==> src/rtl/trig_arbiter_if.sv <==
// ----------------------------------------------------------------------------
// trig_arbiter_if
// Bundles the request, control and readback signals of trig_arbiter.
//   slave  : arbiter side (consumes requests/control, drives trigger/status)
//   master : requester/bus side (drives requests/control, reads status)
// Signals:
//   io_req, io_src_en        per-source request and enable
//   io_allEnd                logic-end pulse from the layer logic
//   io_holdoff, io_timeout   programmed gap after end / max wait for end
//   io_abort, io_clr_cnt     force idle / clear counters and timeout flag
//   io_mainTrigger           one-cycle trigger to the logic
//   io_grant_idx, io_pending last granted source, pending flags
//   io_busy, io_timeout_flag arbiter busy, sticky timeout indication
//   io_accept_cnt/drop_cnt   packed per-source counters, source 0 at LSBs
// ----------------------------------------------------------------------------
interface trig_arbiter_if #(
  parameter int N_SRC  = 4,
  parameter int CNT_W  = 16,
  parameter int HOLD_W = 24,
  parameter int TMO_W  = 32
);
  localparam int IDX_W = (N_SRC > 1) ? $clog2(N_SRC) : 1;

  logic [N_SRC-1:0]       io_req;
  logic [N_SRC-1:0]       io_src_en;
  logic                   io_allEnd;
  logic [HOLD_W-1:0]      io_holdoff;
  logic [TMO_W-1:0]       io_timeout;
  logic                   io_abort;
  logic                   io_clr_cnt;
  logic                   io_mainTrigger;
  logic [IDX_W-1:0]       io_grant_idx;
  logic [N_SRC-1:0]       io_pending;
  logic                   io_busy;
  logic                   io_timeout_flag;
  logic [N_SRC*CNT_W-1:0] io_accept_cnt;
  logic [N_SRC*CNT_W-1:0] io_drop_cnt;

  modport slave (
    input  io_req, io_src_en, io_allEnd, io_holdoff, io_timeout, io_abort, io_clr_cnt,
    output io_mainTrigger, io_grant_idx, io_pending, io_busy, io_timeout_flag,
           io_accept_cnt, io_drop_cnt
  );

  modport master (
    output io_req, io_src_en, io_allEnd, io_holdoff, io_timeout, io_abort, io_clr_cnt,
    input  io_mainTrigger, io_grant_idx, io_pending, io_busy, io_timeout_flag,
           io_accept_cnt, io_drop_cnt
  );
endinterface

==> src/rtl/trig_arbiter.sv <==
// ----------------------------------------------------------------------------
// trig_arbiter
// Shares the single main-trigger input of the sync-trigger logic between
// N_SRC requesters. Each source has a one-deep pending slot; pending sources
// are granted round-robin. A grant fires a one-cycle io_mainTrigger, then the
// arbiter waits for io_allEnd (or a timeout) and applies a hold-off gap before
// the next grant. Per-source accept/drop counters saturate at all-ones.
// Ports:
//   io_clk      clock
//   io_rst_ram  asynchronous active-high reset (all state to reset values)
//   bus         trig_arbiter_if.slave, see the interface for signal list
// ----------------------------------------------------------------------------
module trig_arbiter #(
  parameter int N_SRC  = 4,
  parameter int CNT_W  = 16,
  parameter int HOLD_W = 24,
  parameter int TMO_W  = 32
) (
  input  logic          io_clk,
  input  logic          io_rst_ram,
  trig_arbiter_if.slave bus
);
  localparam int IDX_W = (N_SRC > 1) ? $clog2(N_SRC) : 1;

  localparam logic [1:0] S_IDLE = 2'd0;
  localparam logic [1:0] S_FIRE = 2'd1;
  localparam logic [1:0] S_WAIT = 2'd2;
  localparam logic [1:0] S_HOLD = 2'd3;

  logic [1:0]        state_q, state_d;
  logic [IDX_W-1:0]  grant_q, grant_d;
  logic [IDX_W-1:0]  last_q, last_d;
  logic [TMO_W-1:0]  wait_q, wait_d;
  logic [HOLD_W-1:0] hold_q, hold_d;
  logic              tflag_q, tflag_d;
  logic              trig_q, trig_d;
  logic [N_SRC-1:0]  pend_q, pend_d;
  logic [N_SRC-1:0]  eligible, fire_oh, drop_inc;
  logic [CNT_W-1:0]  acc_q  [N_SRC];
  logic [CNT_W-1:0]  drop_q [N_SRC];
  logic              sel_found;
  logic [IDX_W-1:0]  sel_idx;
  logic              tmo_hit;

  function automatic logic [CNT_W-1:0] sat_inc(input logic [CNT_W-1:0] v, input logic inc);
    if (inc && (v != {CNT_W{1'b1}})) return v + CNT_W'(1);
    return v;
  endfunction

  assign eligible = pend_q & bus.io_src_en;
  // One-hot of the source whose slot is consumed by this cycle's pulse.
  assign fire_oh  = (state_q == S_FIRE) ? (N_SRC'(1) << grant_q) : '0;
  assign tmo_hit  = (state_q == S_WAIT) && (bus.io_timeout != '0) && (wait_q == bus.io_timeout);

  // Round-robin: first eligible source searching upward from last grant + 1.
  always_comb begin
    sel_found = 1'b0;
    sel_idx   = '0;
    for (int k = 1; k <= N_SRC; k++) begin
      if (!sel_found && eligible[(int'(last_q) + k) % N_SRC]) begin
        sel_found = 1'b1;
        sel_idx   = IDX_W'((int'(last_q) + k) % N_SRC);
      end
    end
  end

  // Pending slots: a new request wins over the grant clearing the slot, so a
  // request coinciding with its own grant stays pending and is not a drop.
  always_comb begin
    pend_d   = pend_q;
    drop_inc = '0;
    for (int i = 0; i < N_SRC; i++) begin
      if (!bus.io_src_en[i]) begin
        pend_d[i] = 1'b0;
      end else if (bus.io_req[i]) begin
        pend_d[i]   = 1'b1;
        drop_inc[i] = pend_q[i] & ~fire_oh[i];
      end else if (fire_oh[i]) begin
        pend_d[i] = 1'b0;
      end
    end
  end

  always_comb begin
    state_d = state_q;
    grant_d = grant_q;
    last_d  = last_q;
    wait_d  = wait_q;
    hold_d  = hold_q;
    tflag_d = tflag_q;
    if (bus.io_abort) begin
      state_d = S_IDLE;
    end else begin
      case (state_q)
        S_IDLE: begin
          if (sel_found) begin
            grant_d = sel_idx;
            last_d  = sel_idx;
            state_d = S_FIRE;
          end
        end
        S_FIRE: begin
          // An io_allEnd during FIRE is not looked at.
          wait_d  = TMO_W'(1);
          state_d = S_WAIT;
        end
        S_WAIT: begin
          if (bus.io_allEnd || tmo_hit) begin
            if (tmo_hit) tflag_d = 1'b1;
            hold_d  = bus.io_holdoff;
            state_d = (bus.io_holdoff == '0) ? S_IDLE : S_HOLD;
          end else begin
            wait_d = wait_q + TMO_W'(1);
          end
        end
        default: begin
          if (hold_q <= HOLD_W'(1)) state_d = S_IDLE;
          else                      hold_d  = hold_q - HOLD_W'(1);
        end
      endcase
    end
    if (bus.io_clr_cnt) tflag_d = 1'b0;
  end

  // Pulse is registered so it is high exactly while the state is FIRE.
  assign trig_d = (state_d == S_FIRE);

  always_ff @(posedge io_clk or posedge io_rst_ram) begin
    if (io_rst_ram) begin
      state_q <= S_IDLE;
      grant_q <= '0;
      last_q  <= IDX_W'(N_SRC - 1);
      wait_q  <= '0;
      hold_q  <= '0;
      tflag_q <= 1'b0;
      trig_q  <= 1'b0;
      pend_q  <= '0;
      for (int i = 0; i < N_SRC; i++) begin
        acc_q[i]  <= '0;
        drop_q[i] <= '0;
      end
    end else begin
      state_q <= state_d;
      grant_q <= grant_d;
      last_q  <= last_d;
      wait_q  <= wait_d;
      hold_q  <= hold_d;
      tflag_q <= tflag_d;
      trig_q  <= trig_d;
      pend_q  <= pend_d;
      for (int i = 0; i < N_SRC; i++) begin
        if (bus.io_clr_cnt) begin
          acc_q[i]  <= '0;
          drop_q[i] <= '0;
        end else begin
          acc_q[i]  <= sat_inc(acc_q[i], fire_oh[i]);
          drop_q[i] <= sat_inc(drop_q[i], drop_inc[i]);
        end
      end
    end
  end

  always_comb begin
    bus.io_accept_cnt = '0;
    bus.io_drop_cnt   = '0;
    for (int i = 0; i < N_SRC; i++) begin
      bus.io_accept_cnt[i*CNT_W +: CNT_W] = acc_q[i];
      bus.io_drop_cnt[i*CNT_W +: CNT_W]   = drop_q[i];
    end
  end

  assign bus.io_mainTrigger  = trig_q;
  assign bus.io_grant_idx    = grant_q;
  assign bus.io_pending      = pend_q;
  assign bus.io_busy         = (state_q != S_IDLE);
  assign bus.io_timeout_flag = tflag_q;

endmodule

==> src/flat_wrapper.sv <==
// flat-port wrapper written by rule: the top's interface ports become plain ports
module trig_arbiter_flat 
#(
  parameter int N_SRC  = 4,
  parameter int CNT_W  = 16,
  parameter int HOLD_W = 24,
  parameter int TMO_W  = 32
)
  (io_clk, io_rst_ram, bus_io_req, bus_io_src_en, bus_io_allEnd, bus_io_holdoff, bus_io_timeout, bus_io_abort, bus_io_clr_cnt, bus_io_mainTrigger, bus_io_grant_idx, bus_io_pending, bus_io_busy, bus_io_timeout_flag, bus_io_accept_cnt, bus_io_drop_cnt);
  trig_arbiter_if #(.N_SRC(N_SRC), .CNT_W(CNT_W), .HOLD_W(HOLD_W), .TMO_W(TMO_W)) bus_i ();
  input  logic io_clk;
  input  logic io_rst_ram;
  input wire logic [$bits(bus_i.io_req)-1:0] bus_io_req;
  input wire logic [$bits(bus_i.io_src_en)-1:0] bus_io_src_en;
  input wire logic [$bits(bus_i.io_allEnd)-1:0] bus_io_allEnd;
  input wire logic [$bits(bus_i.io_holdoff)-1:0] bus_io_holdoff;
  input wire logic [$bits(bus_i.io_timeout)-1:0] bus_io_timeout;
  input wire logic [$bits(bus_i.io_abort)-1:0] bus_io_abort;
  input wire logic [$bits(bus_i.io_clr_cnt)-1:0] bus_io_clr_cnt;
  output wire logic [$bits(bus_i.io_mainTrigger)-1:0] bus_io_mainTrigger;
  output wire logic [$bits(bus_i.io_grant_idx)-1:0] bus_io_grant_idx;
  output wire logic [$bits(bus_i.io_pending)-1:0] bus_io_pending;
  output wire logic [$bits(bus_i.io_busy)-1:0] bus_io_busy;
  output wire logic [$bits(bus_i.io_timeout_flag)-1:0] bus_io_timeout_flag;
  output wire logic [$bits(bus_i.io_accept_cnt)-1:0] bus_io_accept_cnt;
  output wire logic [$bits(bus_i.io_drop_cnt)-1:0] bus_io_drop_cnt;
  assign bus_i.io_req = bus_io_req;
  assign bus_i.io_src_en = bus_io_src_en;
  assign bus_i.io_allEnd = bus_io_allEnd;
  assign bus_i.io_holdoff = bus_io_holdoff;
  assign bus_i.io_timeout = bus_io_timeout;
  assign bus_i.io_abort = bus_io_abort;
  assign bus_i.io_clr_cnt = bus_io_clr_cnt;
  assign bus_io_mainTrigger = bus_i.io_mainTrigger;
  assign bus_io_grant_idx = bus_i.io_grant_idx;
  assign bus_io_pending = bus_i.io_pending;
  assign bus_io_busy = bus_i.io_busy;
  assign bus_io_timeout_flag = bus_i.io_timeout_flag;
  assign bus_io_accept_cnt = bus_i.io_accept_cnt;
  assign bus_io_drop_cnt = bus_i.io_drop_cnt;
  trig_arbiter #(.N_SRC(N_SRC), .CNT_W(CNT_W), .HOLD_W(HOLD_W), .TMO_W(TMO_W)) u_core (.io_clk(io_clk), .io_rst_ram(io_rst_ram), .bus(bus_i));
endmodule
==> config.mk <==
export PLATFORM = sky130hd
export DESIGN_NAME = trig_arbiter_flat
export DESIGN_NICKNAME = d
export VERILOG_FILES = /design/src/rtl/trig_arbiter_if.sv /design/src/rtl/trig_arbiter.sv /design/src/flat_wrapper.sv
export SDC_FILE = /design/constraint.sdc
export NUM_CORES = 1
export LEC_CHECK = 0
export BUFFER_PORTS_ARGS = -buffer_cell sky130_fd_sc_hd__buf_4
export CORE_MARGIN = 2
export CORE_UTILIZATION = 50
export DETAILED_ROUTE_END_ITERATION = 12
export GPL_TIMING_DRIVEN = 0
export PLACE_DENSITY = 0.78
export SYNTH_ARGS = -nofsm -noshare
export SYNTH_HDL_FRONTEND = slang
export SYNTH_SLANG_ARGS = --single-unit
==> constraint.sdc <==
create_clock -name io_clk -period 10.46 [get_ports io_clk]
set_input_delay 2.092 -clock io_clk [delete_from_list [all_inputs] [get_ports io_clk]]
set_output_delay 2.092 -clock io_clk [all_outputs]
set_load 0.01 [all_outputs]
Yosys cells after proc, flatten, opt, wreduce, memory -nomap -nowiden
Index checks and enable logic that the tools add are counted.
{"block": "classes", "add_sub_neg": 14, "multipliers": 0, "div": 0, "magnitude_cmp": 5, "eq_ne": 20, "shifts": 1, "n_mux": 97, "bitwise": 15, "reduce_logical": 42}
{"cell": "$mux W16", "count": 24}
{"cell": "$add A16 B1 Y16 const B", "count": 8}
{"cell": "$ne A16 B16 Y1 const B", "count": 8}
{"cell": "$pmux W32 S2", "count": 1}
{"cell": "$mux W1", "count": 53}
{"cell": "$mux W24", "count": 2}
{"cell": "$pmux W24 S2", "count": 1}
{"cell": "$add A32 B1 Y32 const B", "count": 1}
{"cell": "$eq A32 B32 Y1", "count": 1}
{"cell": "$mux W32", "count": 1}
{"cell": "$reduce_bool A32 Y1", "count": 1}
{"cell": "$reduce_bool A2 Y1", "count": 13}
{"cell": "$le A24 B1 Y1 const B", "count": 1}
{"cell": "$logic_not A24 Y1", "count": 1}
{"cell": "$sub A24 B1 Y24 const B", "count": 1}
{"cell": "$mux W2", "count": 9}
{"cell": "$lt A3 B4 Y1 const B", "count": 4}
{"cell": "$logic_and A1 B1 Y1", "count": 13}
{"cell": "$ne A3 B2 Y1 const B", "count": 4}
{"cell": "$reduce_or A2 Y1", "count": 5}
{"cell": "$bmux W1 S2", "count": 4}
{"cell": "$reduce_and A4 Y1", "count": 2}
{"cell": "$not A1 Y1", "count": 6}
{"cell": "$pmux W2 S3", "count": 1}
{"cell": "other kinds (15)", "count": 29}
{"block": "word_totals", "ff_bits": 196, "latchBits": 0, "ramBits": 0, "romBits": 0, "input_bits": 69, "output_inout_bits": 137, "mem_count": 0}

Longest topological paths before layout
{"block": "depth", "depth_word": 20, "mapped_depth": 11, "ltp_nobuf": 9}

Worst setup path before layout
Ideal clock, no wire load.
{"block": "synth_timing", "kind": "input to register", "from": "input bus_io_timeout[24]", "to": "register u_core.wait_q[17]", "setup_ns": 0.120, "t_arrival_ns": 3.760, "required_ns": 10.340, "path_slack_ns": 6.580, "path_stages": 8, "cell_sequence": "nor4_1 nand4_1 o2111ai_1 o31ai_4 a21oi_1 buf_2 a31oi_1 a41o_1"}
{"block": "synth_between", "elab_chain_cells": 6, "elab_cells_between_ends": 7}
{"item": "start: declaration", "line": "flat_wrapper.sv:17", "rtl": "input wire logic [$bits(bus_i.io_timeout)-1:0] bus_io_timeout;"}
{"item": "$reduce_bool A32 Y1", "line": "trig_arbiter.sv:53", "rtl": "assign tmo_hit = (state_q == S_WAIT) && (bus.io_timeout != '0) && (wait_q == bus.io_timeout);"}
{"item": "$logic_and A1 B1 Y1", "line": "trig_arbiter.sv:53"}
{"item": "$logic_and A1 B1 Y1 (*)", "line": "trig_arbiter.sv:53"}
{"item": "$logic_or A1 B1 Y1 (*)", "line": "trig_arbiter.sv:108", "rtl": "if (bus.io_allEnd || tmo_hit) begin"}
{"item": "$ne A2 B2 Y1 (no source line) (*)"}
{"item": "$reduce_and A3 Y1 (no source line) (*)"}
{"item": "end signal: assignment", "line": "trig_arbiter.sv:146", "rtl": "wait_q <= wait_d;"}
{"item": "end: declaration", "line": "trig_arbiter.sv:33", "rtl": "logic [TMO_W-1:0] wait_q, wait_d;"}
Mark *: on every way between the ends. The rest lies on a longest branch, timed or not.
A chain may end at the register's enable or synchronous reset.

Final worst setup path
{"block": "layout_timing", "from": "input bus_io_timeout[16]", "to": "register u_core.wait_q[17]"}
The elaborated chain is that of the path after synthesis.

==> implementation parameters <==
Parameter                              Value

Run status
  Run status    finished, final reports clean

Worst hold path
  Min-Delay Path Class    reg -> reg

Logic synthesis
  Net count after synthesis    between 1k and 1.5k
  Avg Inst Size Synth    between 9 and 10 sq um
  Synth Register Bits    just under 200
  Dominant register cell in the synthesized netlist    sky130_fd_sc_hd__dfrtp_1
  Cell taking the most area after synthesis    sky130_fd_sc_hd__dfrtp_1
  Ys async rst share    1.00
  Share of the synthesized area in the top cell type    0.452
  Sequential share of the synthesized area    0.457
  Distinct cell type count of the synthesized netlist    66
  Most repeated cell in the gate-level netlist after synthesis    sky130_fd_sc_hd__dfrtp_1
  Yosys warns    0
  Syn Std Cell Area    between 10000 and 15000 sq um
  Number of enable-type register cells in the synthesized netlist    0
  Top post-synthesis cells by area    sky130_fd_sc_hd__dfrtp_1 45%, sky130_fd_sc_hd__xor2_1 9.2%, sky130_fd_sc_hd__nor2_1 6.2%
  Ranking of synthesized cells by instance count    194 x sky130_fd_sc_hd__dfrtp_1, 176 x sky130_fd_sc_hd__nor2_1, 113 x sky130_fd_sc_hd__xor2_1
  Synthesized netlist cell count    1190

Placement
  Quantity of I/O buffers inserted on ports    about 200
  Post-detailed-placement cell area    approximately 13000 sq um
  Setup slack after placement    between 5 and 6 ns
  Routability cong.    ~0.94
  Final HPWL DP    ~21000 um

Clock tree
  Resized cells post-CTS    0
  Clock root buffer    sky130_fd_sc_hd__clkbuf_16
  Clock sink count    between 150 and 200
  Level count of the clock H-tree    4
  TritonCTS clock tree    yes
  Maximum count of clock buffers along a single path    2
  Number of clock buffers inserted by TritonCTS    17
  Insertion delay of the later-clocked pin in the worst-skew pair    0.43 ns
  Total setup buffers inserted after CTS    0
  Number of hold buffers added after CTS    0
  Clock slew at the register clock pins of the worst setup and hold paths    roughly 0.07 ns

Floorplan
  Core area    ~21000 sq um
  Effective utilization at floorplan    0.511
  Die area    22700 sq um
  Floorplan row count    53
  I/O pin total    206
  Die Height    ~150 um
  Die width    151 um

Setup path
  Top cell family by delay on the critical path    compound AO/OA/AOI/OAI gates
  Required time of the critical path    10.78 ns
  Delay of the slowest cell on the worst path    roughly 0.43 ns
  Cells along the critical path    buf_4, nor4_1, nand4_1, o2111ai_1, o31ai_4, a21oi_1, buf_2, a31oi_1, a41o_1
  Critical path buffers and inverters    2
  Signal arrival time at the worst endpoint    ~4.5 ns
  Startpoint types    input pin
  R2r setup slk    roughly 7.6 ns
  Worst-path maximum fanout    10
  Kind of end point of the critical path    flop
  Type of the setup path with the least slack    in -> reg
  Critical-path cell with the highest stage delay    sky130_fd_sc_hd__nor4_1

STA
  Shortest clock period the worst path allows after layout    about 4.2 ns
  Unrepaired setup endpoints after global routing    false
  Post-Route Hold Slack    roughly 0.51 ns
  Max transition margin    0.469
  Final setup fails    0
  Final critical-path share of the clock period    0.400
  Pin slew with the least headroom to its limit    0.789 ns
  Number of pins exceeding their max-slew limit in the final report    0
  Fin Setup TNS    0 ns
  Post-route clock skew    approximately 0.012 ns
  Setup ws final    between 6 and 7 ns
  Final Hold Vio Count    0
  Max frequency    roughly 0.24 GHz

Global route
  Overall overflow remaining after global route    0
  Overall track demand over capacity in global routing    0.259
  Vias in the first global route    a little over 9k
  First-pass GRT wire length    ~47000 um
  Initial antenna violation count    0
  Largest net degree at the start of global routing    around 110

Finish
  Fraction of layout instances using a drive strength above 1    0.194
  Number of fill cells in the layout    about 1.8k
  NumNets Final    around 1.5k
  Layout Area Growth over Synthesis    23.4%
  Finished Core Util    0.630
  Final Cell Area    around 13000 sq um
  Antenna diode count    0

Drt
  Vias/cell    approximately 5.7
  Number of remaining DRC errors    0
  Average wire length per cell after detail routing    around 17 um
  Total via count after detailed routing    9760
  TritonRoute pass-1 iters    5
  Starting DRC count in detailed routing    just under 700
  Routed WL    between 20000 and 30000 um
  Count of antenna-violating nets left after detailed routing    0

Flow run
  Number of max-cap violations    0

Power and ir drop
  Maximum VDD drop    0.104 mV
  Fraction of power consumed by sequential logic    0.464
  Lkg Pwr    6.05 nW
  Clk pwr share    0.340
  Fraction of power spent switching nets    0.327
  Comb power frac    0.196
  Internal power consumption    0.00132 W
  Power density of the placed cells    between 100 and 150 nW/um^2
  Sw power    0.000641 W
cells by family (layout without fill, tap and decap cells):
kind of cell,count (synthesis),after routing,synth area share
mux,7,7,0.00653
fa+ha+maj,11,11,0.0128
flops,196,196,0.457
simple gates,557,557,0.257
buf+inv,70,307,0.0272
compound gates,201,201,0.118
xor+xnor,148,148,0.121
worst paths after layout:
check                                                      endpoint  depth (start not counted)                         start
min in group asynchronous             u_core.wait_q[23]$_DFFE_PP0P_                          2                    io_rst_ram
max                                   u_core.wait_q[17]$_DFFE_PP0P_                          9            bus_io_timeout[16]
max in group asynchronous  u_core.bus.io_accept_cnt[53]$_DFFE_PP0P_                          3                    io_rst_ram
min reg2reg                            u_core.hold_q[4]$_DFFE_PP0P_                          1  u_core.hold_q[4]$_DFFE_PP0P_
min                                    u_core.hold_q[4]$_DFFE_PP0P_                          1  u_core.hold_q[4]$_DFFE_PP0P_
max reg2reg                            u_core.wait_q[6]$_DFFE_PP0P_                          7   u_core.state_q[1]$_DFF_PP0_
registers in the layout, indices dropped and copies added, names as in the netlist:
register,flops
u_core.bus.io_accept_cnt,64
u_core.bus.io_drop_cnt,64
u_core.bus.io_grant_idx,2
u_core.bus.io_mainTrigger,1
u_core.bus.io_pending,4
u_core.bus.io_timeout_flag,1
u_core.hold_q,24
u_core.last_q,2
u_core.state_q,2
u_core.wait_q,32
layer usage:
metal  up-vias  share of wire  global-route usage
met4         0          0.019              0.0797
met3        45          0.061              0.0536
met5         -              0                   0
li1       4675              -                   -
met2       327           0.47               0.408
met1      4713           0.45               0.360
cells in the final DEF (no fill, tap or decap), types with 12 or more instances in the layout:
cell type and instances:
sky130_fd_sc_hd__dfrtp_1 194, sky130_fd_sc_hd__nand4_1 48, sky130_fd_sc_hd__a31oi_1 14, sky130_fd_sc_hd__and2_1 12
sky130_fd_sc_hd__clkbuf_1 33, sky130_fd_sc_hd__xor2_1 113, sky130_fd_sc_hd__nand3_1 74, sky130_fd_sc_hd__nor4_1 33
sky130_fd_sc_hd__a21oi_1 77, sky130_fd_sc_hd__and3_1 22, sky130_fd_sc_hd__nor2_1 176, sky130_fd_sc_hd__xnor2_1 35
sky130_fd_sc_hd__nand2_1 105, sky130_fd_sc_hd__inv_1 23, sky130_fd_sc_hd__and4_1 17, sky130_fd_sc_hd__buf_4 204
sky130_fd_sc_hd__o21ai_0 44, sky130_fd_sc_hd__nor3_1 20, sky130_fd_sc_hd__clkbuf_16 17, sky130_fd_sc_hd__or3_1 16
final cells by class:
cell class | count | area (sq um) | share of cell area
plain buffers | 46 | 201 | 0.0152
clock buffers | 17 | 425 | 0.0321
clock inverters | 15 | 180 | 0.0136
inverters | 24 | 97.6 | 0.00737
multi-input cells | 924 | 5540 | 0.418
flip-flops and latches | 196 | 4910 | 0.370
well taps | 275 | 344 | 0.0260
repair buffers | 205 | 1560 | 0.118
power groups by stage:
stage,Clock (W),Sequential (W),Combinational [W]
6_report,0.000666,0.000910,0.000385
5_1_grt,0.000712,0.000921,0.000429
4_1_cts,0.000677,0.000907,0.000383
3_5_place_dp,0,0.000922,0.000380
3_3_place_gp,0,0.000918,0.000370
2_1_floorplan,0,0.000905,0.000255
metrics by stage:
step                std cells  power, W
CTS                      1702   0.00197
finish                   1702   0.00196
global placement         1669   0.00129
global route             1702   0.00206
detailed placement       1670   0.00130
floorplan                1190   0.00116
Note: power is estimated with default switching activity, not from simulation.
